--- config.mk ---
export PLATFORM = sky130hd
export DESIGN_NAME = alu_cmd_issuer
export DESIGN_NICKNAME = d
export VERILOG_FILES = /design/src/rtl/alu_cmd_issuer.sv
export SDC_FILE = /design/constraint.sdc
export NUM_CORES = 1
export LEC_CHECK = 0
export ABC_AREA = 1
export BUFFER_PORTS_ARGS = -buffer_cell sky130_fd_sc_hd__buf_4
export CORE_MARGIN = 2
export CORE_UTILIZATION = 40
export CTS_CLUSTER_DIAMETER = 100
export CTS_CLUSTER_SIZE = 30
export DETAILED_ROUTE_END_ITERATION = 7
export GPL_TIMING_DRIVEN = 1
export PLACE_DENSITY = 0.63
export RECOVER_POWER = 100
export SLEW_MARGIN = 10
export SYNTH_ARGS = -nofsm -noshare
export SYNTH_HDL_FRONTEND = slang
export SYNTH_SLANG_ARGS = --single-unit
--- constraint.sdc ---
create_clock -name clk -period 3.52 [get_ports clk]
set_input_delay 0.352 -clock clk [delete_from_list [all_inputs] [get_ports clk]]
set_output_delay 0.352 -clock clk [all_outputs]
set_load 0.02 [all_outputs]
--- src/rtl/alu_cmd_issuer.sv ---
// alu_cmd_issuer: command FIFO in front of structural_alu. Pops one command
// at a time, drives registered operands into the ALU, waits for the ALU's
// registered result and returns it with the command tag on a valid/ready
// response stream.
module alu_cmd_issuer #(
  parameter int DEPTH = 4,
  parameter int TAG_W = 4
) (
  input  logic                       clk,
  input  logic                       rst_n,
  // command stream
  input  logic                       cmd_valid,
  output logic                       cmd_ready,
  input  logic [2:0]                 cmd_opcode,
  input  logic [15:0]                cmd_a,
  input  logic [15:0]                cmd_b,
  input  logic [TAG_W-1:0]           cmd_tag,
  // ALU side
  output logic [15:0]                alu_inputA,
  output logic [15:0]                alu_inputB,
  output logic [2:0]                 alu_opcode,
  input  logic [15:0]                alu_result,
  input  logic                       alu_overflow,
  // response stream
  output logic                       rsp_valid,
  input  logic                       rsp_ready,
  output logic [15:0]                rsp_result,
  output logic                       rsp_overflow,
  output logic                       rsp_illegal,
  output logic [TAG_W-1:0]           rsp_tag,
  // status
  output logic                       busy,
  output logic [$clog2(DEPTH+1)-1:0] cmd_count
);

  localparam int PTR_W = (DEPTH > 1) ? $clog2(DEPTH) : 1;
  localparam int CNT_W = $clog2(DEPTH+1);

  typedef struct packed {
    logic [2:0]       op;
    logic [15:0]      a;
    logic [15:0]      b;
    logic [TAG_W-1:0] tag;
  } cmd_t;

  typedef enum logic [1:0] {
    S_IDLE  = 2'd0,
    S_ISSUE = 2'd1,
    S_WAIT  = 2'd2,
    S_RESP  = 2'd3
  } state_t;

  // ---------------------------------------------------------------------
  // Command FIFO
  // ---------------------------------------------------------------------
  cmd_t             mem_q [DEPTH];
  logic [PTR_W-1:0] wr_ptr_q, wr_ptr_d;
  logic [PTR_W-1:0] rd_ptr_q, rd_ptr_d;
  logic [CNT_W-1:0] count_q, count_d;
  logic             push;
  logic             pop;
  logic             fifo_empty;
  cmd_t             cmd_in;
  cmd_t             head;

  // Fullness uses the registered count only, so a pop in the same cycle
  // never makes room for a push.
  assign cmd_ready  = rst_n & (count_q != CNT_W'(DEPTH));
  assign push       = cmd_valid & cmd_ready;
  assign fifo_empty = (count_q == '0);
  assign cmd_count  = count_q;

  assign cmd_in.op  = cmd_opcode;
  assign cmd_in.a   = cmd_a;
  assign cmd_in.b   = cmd_b;
  assign cmd_in.tag = cmd_tag;
  assign head       = mem_q[rd_ptr_q];

  // Next pointer/occupancy; pointers wrap naturally since DEPTH is a power of two
  always_comb begin
    wr_ptr_d = wr_ptr_q;
    rd_ptr_d = rd_ptr_q;
    count_d  = count_q;
    if (push) wr_ptr_d = wr_ptr_q + PTR_W'(1);
    if (pop)  rd_ptr_d = rd_ptr_q + PTR_W'(1);
    case ({push, pop})
      2'b10:   count_d = count_q + CNT_W'(1);
      2'b01:   count_d = count_q - CNT_W'(1);
      default: count_d = count_q;
    endcase
  end

  // FIFO storage; contents need no reset because the pointers define validity
  always_ff @(posedge clk) begin
    if (push) mem_q[wr_ptr_q] <= cmd_in;
  end

  // FIFO pointers and occupancy
  always_ff @(posedge clk) begin
    if (!rst_n) begin
      wr_ptr_q <= '0;
      rd_ptr_q <= '0;
      count_q  <= '0;
    end else begin
      wr_ptr_q <= wr_ptr_d;
      rd_ptr_q <= rd_ptr_d;
      count_q  <= count_d;
    end
  end

  // ---------------------------------------------------------------------
  // Issue FSM
  // ---------------------------------------------------------------------
  state_t           state_q, state_d;
  logic [15:0]      alu_a_q, alu_a_d;
  logic [15:0]      alu_b_q, alu_b_d;
  logic [2:0]       alu_op_q, alu_op_d;
  logic [2:0]       pend_op_q, pend_op_d;
  logic [TAG_W-1:0] pend_tag_q, pend_tag_d;
  logic             rsp_valid_q, rsp_valid_d;
  logic [15:0]      rsp_result_q, rsp_result_d;
  logic             rsp_overflow_q, rsp_overflow_d;
  logic             rsp_illegal_q, rsp_illegal_d;
  logic [TAG_W-1:0] rsp_tag_q, rsp_tag_d;
  logic             pend_illegal;
  logic             pend_arith;

  // Overflow is only meaningful for ADD/SUB; illegal ops still run through
  // the ALU so latency is uniform, but their result is discarded.
  assign pend_illegal = (pend_op_q[2:1] == 2'b11);
  assign pend_arith   = (pend_op_q == 3'b000) || (pend_op_q == 3'b001);

  // Next-state, pop decision and operand/response loads
  always_comb begin
    state_d        = state_q;
    pop            = 1'b0;
    alu_a_d        = alu_a_q;
    alu_b_d        = alu_b_q;
    alu_op_d       = alu_op_q;
    pend_op_d      = pend_op_q;
    pend_tag_d     = pend_tag_q;
    rsp_valid_d    = rsp_valid_q;
    rsp_result_d   = rsp_result_q;
    rsp_overflow_d = rsp_overflow_q;
    rsp_illegal_d  = rsp_illegal_q;
    rsp_tag_d      = rsp_tag_q;
    case (state_q)
      S_IDLE: begin
        if (!fifo_empty) begin
          pop        = 1'b1;
          alu_a_d    = head.a;
          alu_b_d    = head.b;
          alu_op_d   = head.op;
          pend_op_d  = head.op;
          pend_tag_d = head.tag;
          state_d    = S_ISSUE;
        end
      end
      // operands are stable; the ALU registers its result at the end of this cycle
      S_ISSUE: state_d = S_WAIT;
      S_WAIT: begin
        rsp_valid_d    = 1'b1;
        rsp_result_d   = pend_illegal ? 16'h0000 : alu_result;
        rsp_overflow_d = alu_overflow & pend_arith;
        rsp_illegal_d  = pend_illegal;
        rsp_tag_d      = pend_tag_q;
        state_d        = S_RESP;
      end
      S_RESP: begin
        if (rsp_ready) begin
          rsp_valid_d = 1'b0;
          // issue the next command on the handshake edge to keep 3 cycles/op
          if (!fifo_empty) begin
            pop        = 1'b1;
            alu_a_d    = head.a;
            alu_b_d    = head.b;
            alu_op_d   = head.op;
            pend_op_d  = head.op;
            pend_tag_d = head.tag;
            state_d    = S_ISSUE;
          end else begin
            state_d = S_IDLE;
          end
        end
      end
      default: state_d = S_IDLE;
    endcase
  end

  // FSM state, ALU operand registers and held response
  always_ff @(posedge clk) begin
    if (!rst_n) begin
      state_q        <= S_IDLE;
      alu_a_q        <= '0;
      alu_b_q        <= '0;
      alu_op_q       <= '0;
      pend_op_q      <= '0;
      pend_tag_q     <= '0;
      rsp_valid_q    <= 1'b0;
      rsp_result_q   <= '0;
      rsp_overflow_q <= 1'b0;
      rsp_illegal_q  <= 1'b0;
      rsp_tag_q      <= '0;
    end else begin
      state_q        <= state_d;
      alu_a_q        <= alu_a_d;
      alu_b_q        <= alu_b_d;
      alu_op_q       <= alu_op_d;
      pend_op_q      <= pend_op_d;
      pend_tag_q     <= pend_tag_d;
      rsp_valid_q    <= rsp_valid_d;
      rsp_result_q   <= rsp_result_d;
      rsp_overflow_q <= rsp_overflow_d;
      rsp_illegal_q  <= rsp_illegal_d;
      rsp_tag_q      <= rsp_tag_d;
    end
  end

  assign alu_inputA   = alu_a_q;
  assign alu_inputB   = alu_b_q;
  assign alu_opcode   = alu_op_q;
  assign rsp_valid    = rsp_valid_q;
  assign rsp_result   = rsp_result_q;
  assign rsp_overflow = rsp_overflow_q;
  assign rsp_illegal  = rsp_illegal_q;
  assign rsp_tag      = rsp_tag_q;
  assign busy         = !fifo_empty || (state_q != S_IDLE);

endmodule
==> results of run 1 <==
critical path: cells and delay by family:
family / cells / cell delay, ns
buffers and inverters: 5 / 1.70
AOI/OAI and AO/OA: 1 / 0.30
flip-flops by register name (all words and copies together), names as in the netlist, 2 cells and up, named ones only:
name,count
alu_inputB,16
rsp_tag,4
state_q,2
rsp_result,16
mem_q,156
rd_ptr_q,2
alu_opcode,3
cmd_count,3
pend_tag_q,4
wr_ptr_q,2
alu_inputA,16
worst paths after layout:
| check | start | endpoint | slack, ns |
|---|---|---|---|
| setup / recovery | rst_n | cmd_ready | 0.79 |
| hold / removal | alu_result[14] | rsp_result[14] | 0.13 |
| setup reg to reg | cmd_count[0] | mem_q[1][19] | 1.07 |
| hold reg to reg | pend_tag_q[3] | rsp_tag[3] | 0.46 |
metal layers:
layer	track usage, %	wire length [microns]	vias up
met5	0	0	-
met4	2.47	231	0
met3	2.64	896	16
met2	26.4	8630	129
met1	20.6	8700	2737
li1	-	-	2980
through the flow:
stage | utilization [%] | hold WS, ns | instances | cell area, sq um
5_1_grt | 45.6 | 0.121 | 1231 | 9960
3_3_place_gp | 46.1 | 0.448 | 1216 | 10100
3_5_place_dp | 46.1 | 0.449 | 1216 | 10100
2_1_floorplan | - | 0.434 | 850 | 8910
4_1_cts | 47.4 | 0.0597 | 1231 | 10400
6_report | 45.6 | 0.134 | 1231 | 9960
power groups by stage:
stage | combinational [mW] | clock, mW | sequential [mW]
global route | 3.14 | 1.52 | 3.54
global placement | 2.98 | 0 | 3.55
CTS | 3.04 | 1.42 | 3.50
floorplan | 1.81 | 0 | 3.84
detailed placement | 3.03 | 0 | 3.56
finish | 2.75 | 1.38 | 3.49
area by class of cell:
class                      count  area, sq um
multi-input combinational    513         2340
clock inverter                 1         11.3
sequential                   229         6150
clock buffer                  14          287
timing repair buffer         131          584
fill                        2122        11900
tap                          280          350
inverter                      63          236
cells by family (layout without fill, tap and decap cells):
logic type / Yosys count / count (layout) / synth area share, %
flip-flops: 229 / 229 / 68.9
AND/OR/NAND/NOR: 342 / 342 / 15.3
AO/OA/AOI/OAI: 160 / 160 / 9.01
XOR/XNOR: 1 / 1 / 0.0983
buffers and inverters: 108 / 209 / 5.18
adder cells (fa/ha/maj): 10 / 10 / 1.49
placed cells by master, fill, tap and decap left out:
master | synthesis | final
nand3_1 | 10 | 10
clkinv_1 | 1 | 2
clkbuf_2 | 0 | 5
inv_8 | 0 | 1
fa_1 | 1 | 1
o211ai_1 | 1 | 1
edfxtp_1 | 156 | 156
clkbuf_16 | 0 | 11
buf_4 | 1 | 23
a21oi_1 | 32 | 32
nand2_1 | 126 | 126
inv_1 | 60 | 59
clkbuf_1 | 18 | 106
nor2_4 | 0 | 4
nor2_2 | 20 | 20
nor2_1 | 184 | 180
dfxtp_4 | 0 | 1
o21ai_1 | 25 | 25
or2_0 | 0 | 1
xor2_1 | 1 | 1
o21ai_0 | 102 | 102
nand3_4 | 1 | 1
ha_1 | 9 | 9
inv_2 | 2 | 2
dfxtp_1 | 73 | 72
==> impl_metrics.csv, run 1 <==
group,metric,value,unit
status,outcome,"finished clean",
hold_path,whs_path_depth,3,
detailed_routing,num_vias,5862,
power_and_ir_drop,vdd_drop_max,0.405,mV
hold_path,hold_path_class,"in2reg",
final_layout,n_antenna_cell,0,
power_and_ir_drop,switching_power,2.94,mW
yosys,syn_inst,850,
sta,min_period,2.73,ns
clock_network,cts_buffers,11,
sta,rsz0062_at_grt,"no",
detailed_routing,drt-total-wl,18500,microns
power_and_ir_drop,pwr-share-clk,18.1,%
sta,worst_slew_pin_slew,1.27,ns
yosys,yosysSeqAreaShare,68.9,%
yosys,synth_fp_nets,920,
power_and_ir_drop,p_seq_share,45.8,%
yosys,synth_edf_count,156,
sta,final-setup-viol-count,0,
global_route,grt_pass1_wl,29000,microns
sta,finClkSkew,0.0141,ns
critical_path,cp_cell_sequence,"clkbuf_1, clkbuf_2, inv_1, buf_4, a21oi_1, clkbuf_1",
power_and_ir_drop,p_leak,3.61,nW
sta,setup_ws,0.788,ns
clock_network,htreeDepth,1,
place,dp_hpwl,10300,microns
detailed_routing,wl_per_cell,15.0,microns
detailed_routing,drt_first_pass_iters,4,
critical_path,reg2reg_depth,5,
power_and_ir_drop,p_per_area,765,mW/mm^2
place,pre_cts_slack,1.29,ns
clock_network,worstSkewPairLatency,0.47,ns
global_route,grt_max_degree,79,
place,gp_congestion,0.739,
floorplan,dieArea,0.0235,sq mm
critical_path,critPathCaptureType,"output pin",
floorplan,die-width,153,microns
yosys,synth_area_leader_cell,"edfxtp_1",
final_layout,final_nets,1019,
power_and_ir_drop,finalPower,7.62,mW
yosys,synth.avg_cell_area,10.5,sq um
clock_network,cts_tree,"done",
power_and_ir_drop,power_frac_comb,36.1,%
floorplan,core,0.0218,sq mm
place,portBuffers,122,
sta,slew_violations,0,
floorplan,initial_core_util,40.8,%
final_layout,drive_gt1_share,7.15,%
sta,final_hold_viol_count,0,
yosys,ys_warn_count,0,
clock_network,ctsResizeCount,0,
clock_network,post_cts_buffers,0,
job,maxCapViolCount,0,
global_route,antenna_found_initial,0,
critical_path,worstPathRequired,3.17,ns
critical_path,path_max_fanout,52,
yosys,synthArstFlopShare,0,%
yosys,yosys.area.top_type_share,52.5,%
detailed_routing,viasPerCell,4.76,
yosys,synth_area,0.00891,sq mm
detailed_routing,ant_nets,0,
floorplan,die-height,153,microns
sta,max-slew-margin-rel,15.6,%
floorplan,row_count,54,
critical_path,arrival,2.38,ns
global_route,grt_overflow,0,
clock_network,clockRootBuffer,"clkbuf_16",
global_route,grtUsageTotal,15.3,%
yosys,yosysMostFrequentCell,"nor2_1",
clock_network,cts_sinks,229,
power_and_ir_drop,p_sw_share,38.6,%
final_layout,syn_to_final_growth,11.7,%
global_route,grt_pass1_vias,5426,
critical_path,slowest_stage,"clkbuf_2",
critical_path,crit_top_cell,"clkbuf_1",
critical_path,crit_path_max_incr_delay,0.93,ns
floorplan,ios,123,
sta,finalCritPeriodShare,77.6,%
critical_path,path_class,"in2out",
yosys,ys_types,23,
sta,max_clock_freq,366,MHz
yosys,ys.flop_type,"edfxtp_1",
clock_network,hold_buffers,0,
power_and_ir_drop,intPower,4.68,mW
critical_path,cp-start-kind,"input pin",
yosys,synth_area_leaders,"edfxtp_1 53%, dfxtp_1 16%, nor2_1 7.7%",
clock_network,clockBufferDepth,3,
detailed_routing,drc_errors,0,
yosys,synth-seq-cells,229,
sta,setup-tns-final,0,ns
detailed_routing,drt_iter0_markers,391,
clock_network,clkTransAtPathRegs,0.12,ns
yosys,synth.top_cells.by_count,"184 x nor2_1, 156 x edfxtp_1, 126 x nand2_1",
No activity file was read; power rests on OpenSTA's default activity.
==> run 2, diff against run 1 <==
--- a/config.mk
+++ b/config.mk
@@ -13,7 +13,7 @@
 export CTS_CLUSTER_SIZE = 30
 export DETAILED_ROUTE_END_ITERATION = 7
 export GPL_TIMING_DRIVEN = 1
-export PLACE_DENSITY = 0.63
+export PLACE_DENSITY = 0.65
 export RECOVER_POWER = 100
 export SLEW_MARGIN = 10
 export SYNTH_ARGS = -nofsm -noshare
==> constraint.sdc (replaced) <==
create_clock -name clk -period 2.4 [get_ports clk]
set_input_delay 0.24 -clock clk [delete_from_list [all_inputs] [get_ports clk]]
set_output_delay 0.24 -clock clk [all_outputs]
set_load 0.02 [all_outputs]
==> run 2 against run 1 <==
Effect of this change: global-route usage rose by 0.12 points; non-clock buffer count is 48 higher; critical path depth rose by 6; routed wire length grew 0.14%; critical endpoint is now cmd_count[2]; largest cell class unchanged; largest power group unchanged; highest routed layer unchanged.
==> impl_metrics.csv, run 2 (synthesized netlist as in run 1, its figures left out) <==
group,metric,value,unit
final_layout,syn_to_final_growth,17.2,%
critical_path,critPathCaptureType,"flop",
critical_path,crit_top_cell,"inv_1",
final_layout,layout_commonest_cell,"nor2_1",
clock_network,worstSkewPairLatency,0.47,ns
power_and_ir_drop,power_frac_comb,36.9,%
detailed_routing,drt_first_pass_iters,4,
hold_path,whs_path_depth,3,
sta,min_period,2.18,ns
final_layout,n_antenna_cell,0,
place,dp_hpwl,11100,microns
global_route,grt_pass1_vias,5753,
clock_network,cts_tree,"done",
global_route,grt_util_met1,21.0,%
global_route,busiest_layer,"met2",
hold_path,hold_end,"rsp_result[11]",
critical_path,crit_start,"state_q[0]",
critical_path,worstPathRequired,2.77,ns
critical_path,cp-start-kind,"flop",
critical_path,cp_cell_sequence,"inv_1, ha_1, inv_1, nand3_1, inv_1, ha_1, inv_1, fa_1, nand2_1, nand3_1, o21ai_0, a21oi_1",
power_and_ir_drop,p_sw_share,38.3,%
critical_path,crit_path_max_incr_delay,0.37,ns
final_layout,drive_gt1_share,7.89,%
critical_path,r2r-end,"cmd_count[2]",
critical_path,slowest_stage,"dfxtp_2",
critical_path,arrival,2.55,ns
hold_path,hold_path_class,"in2reg",
detailed_routing,viasPerCell,4.70,
global_route,grtUsageTotal,15.4,%
power_and_ir_drop,intPower,6.96,mW
detailed_routing,ant_nets,0,
status,outcome,"finished clean",
floorplan,ios,123,
clock_network,clockBufferDepth,3,
place,dp_cells,1224,
hold_path,hp-start,"alu_result[11]",
global_route,gr-usage-met3,2.50,%
clock_network,post_cts_buffers,0,
detailed_routing,drt_iter0_markers,404,
detailed_routing,num_vias,6025,
critical_path,r2r_setup_slack,0.22,ns
sta,finalCritPeriodShare,91.0,%
power_and_ir_drop,p_per_area,1080,mW/mm^2
clock_network,htreeDepth,1,
sta,whs,0.0192,ns
critical_path,path_class,"reg2reg",
detailed_routing,wl_per_cell,14.4,microns
power_and_ir_drop,p_seq_share,45.1,%
global_route,grt_pass1_wl,29600,microns
global_route,antenna_found_initial,0,
power_and_ir_drop,vdd_drop_max,0.845,mV
floorplan,die-width,153,microns
final_layout,final_cells,1281,
final_layout,largest-register,"mem_q",
floorplan,die-height,153,microns
sta,rsz0062_at_grt,"no",
place,portBuffers,122,
sta,worst_slew_pin_slew,0.705,ns
floorplan,initial_core_util,40.8,%
detailed_routing,drc_errors,0,
floorplan,core,0.0218,sq mm
sta,slew_violations,0,
global_route,grt_max_degree,79,
floorplan,dieArea,0.0235,sq mm
final_layout,largest_register_ffs,156,
global_route,met2_usage,26.4,%
global_route,grt_overflow,0,
final_layout,final_nets,1067,
final_layout,layout_common_cells,"180 x nor2_1, 156 x edfxtp_1, 126 x nand2_1",
critical_path,r2r_start,"state_q[0]",
floorplan,row_count,54,
sta,max_clock_freq,458,MHz
power_and_ir_drop,p_leak,3.83,nW
clock_network,cts_buffers,11,
power_and_ir_drop,switching_power,4.33,mW
critical_path,reg2reg_depth,12,
critical_path,path_max_fanout,4,
detailed_routing,drt-total-wl,18500,microns
clock_network,clkTransAtPathRegs,0.11,ns
place,gp_congestion,0.690,
sta,max-slew-margin-rel,53.0,%
power_and_ir_drop,pwr-share-clk,18.0,%
clock_network,cts_sinks,229,
sta,final_hold_viol_count,0,
job,maxCapViolCount,0,
sta,finClkSkew,0.0157,ns
clock_network,clockRootBuffer,"clkbuf_16",
sta,final-setup-viol-count,0,
[run 2: cell types whose count changed in the layout (fill, tap and decap cells not counted), moves of 2 or more]
cell,before,now
buf_4,23,26
dlygate4sd3_1,0,40
dfxtp_1,72,70
buf_12,0,2
dfxtp_2,0,2
clkbuf_4,0,4
[run 2: worst max-delay path by stage]
stage	end	slack, ns	depth (start not counted)
detailed placement	cmd_count[2]	0.21	12
finish	cmd_count[2]	0.22	12
global route	cmd_count[2]	0.03	13
floorplan	mem_q[0][0]	-0.56	4
global placement	cmd_count[2]	0.25	12
CTS	cmd_count[2]	0.18	12
[run 2: worst max-delay path: cells and delay by family, from the launching register on]
kind,cells,cell delay [ns]
buffers and inverters,4,0.38
DFF,1,0.37
AOI/OAI and AO/OA,2,0.21
and+or+nand+nor,3,0.30
adders and majority gates,3,0.82
[run 2: repair_timing]
item | CTS | global route
resized for setup | 0 | 2
hold buffers | 39 | 1
hold endpoints to repair | 156 | 1
setup endpoints to repair | 0 | 1
[run 2: metal layers]
| layer | up-vias | share of wire, % |
|---|---|---|
| met2 | 133 | 46 |
| met5 | - | 0 |
| met4 | 0 | 1.5 |
| met1 | 2797 | 48 |
| met3 | 18 | 5.1 |
| li1 | 3077 | - |
[run 2: metrics by stage]
stage / util (%) / instance area (sq um) / setup slack (ns) / power [mW] / TNS (ns)
after floorplan: - / 8910 / -0.558 / 8.29 / -87.09
after CTS: 49.9 / 10900 / 0.177 / 11.9 / 0
after global placement: 46.7 / 10200 / 0.251 / 9.73 / 0
after detailed placement: 46.7 / 10200 / 0.206 / 9.81 / 0
final: 47.9 / 10500 / 0.216 / 11.3 / 0
after global routing: 47.9 / 10500 / 0.0348 / 12.2 / 0
[run 2: cell type report]
type                            count  area [sq um]
Tap cell                          280           350
Clock buffer                       15           290
Sequential cell                   229          6150
Timing Repair Buffer              179          1070
Multi-Input combinational cell    513          2340
Fill cell                        2084         11400
Inverter                           63           236
Clock inverter                      2          13.8
[run 2: power by group through the flow]
stage / Clock (mW) / Sequential (mW) / Combinational (mW)
2_1_floorplan: 0 / 5.63 / 2.66
3_3_place_gp: 0 / 5.17 / 4.55
3_5_place_dp: 0 / 5.19 / 4.61
4_1_cts: 2.11 / 5.11 / 4.69
5_1_grt: 2.24 / 5.17 / 4.78
6_report: 2.03 / 5.09 / 4.16
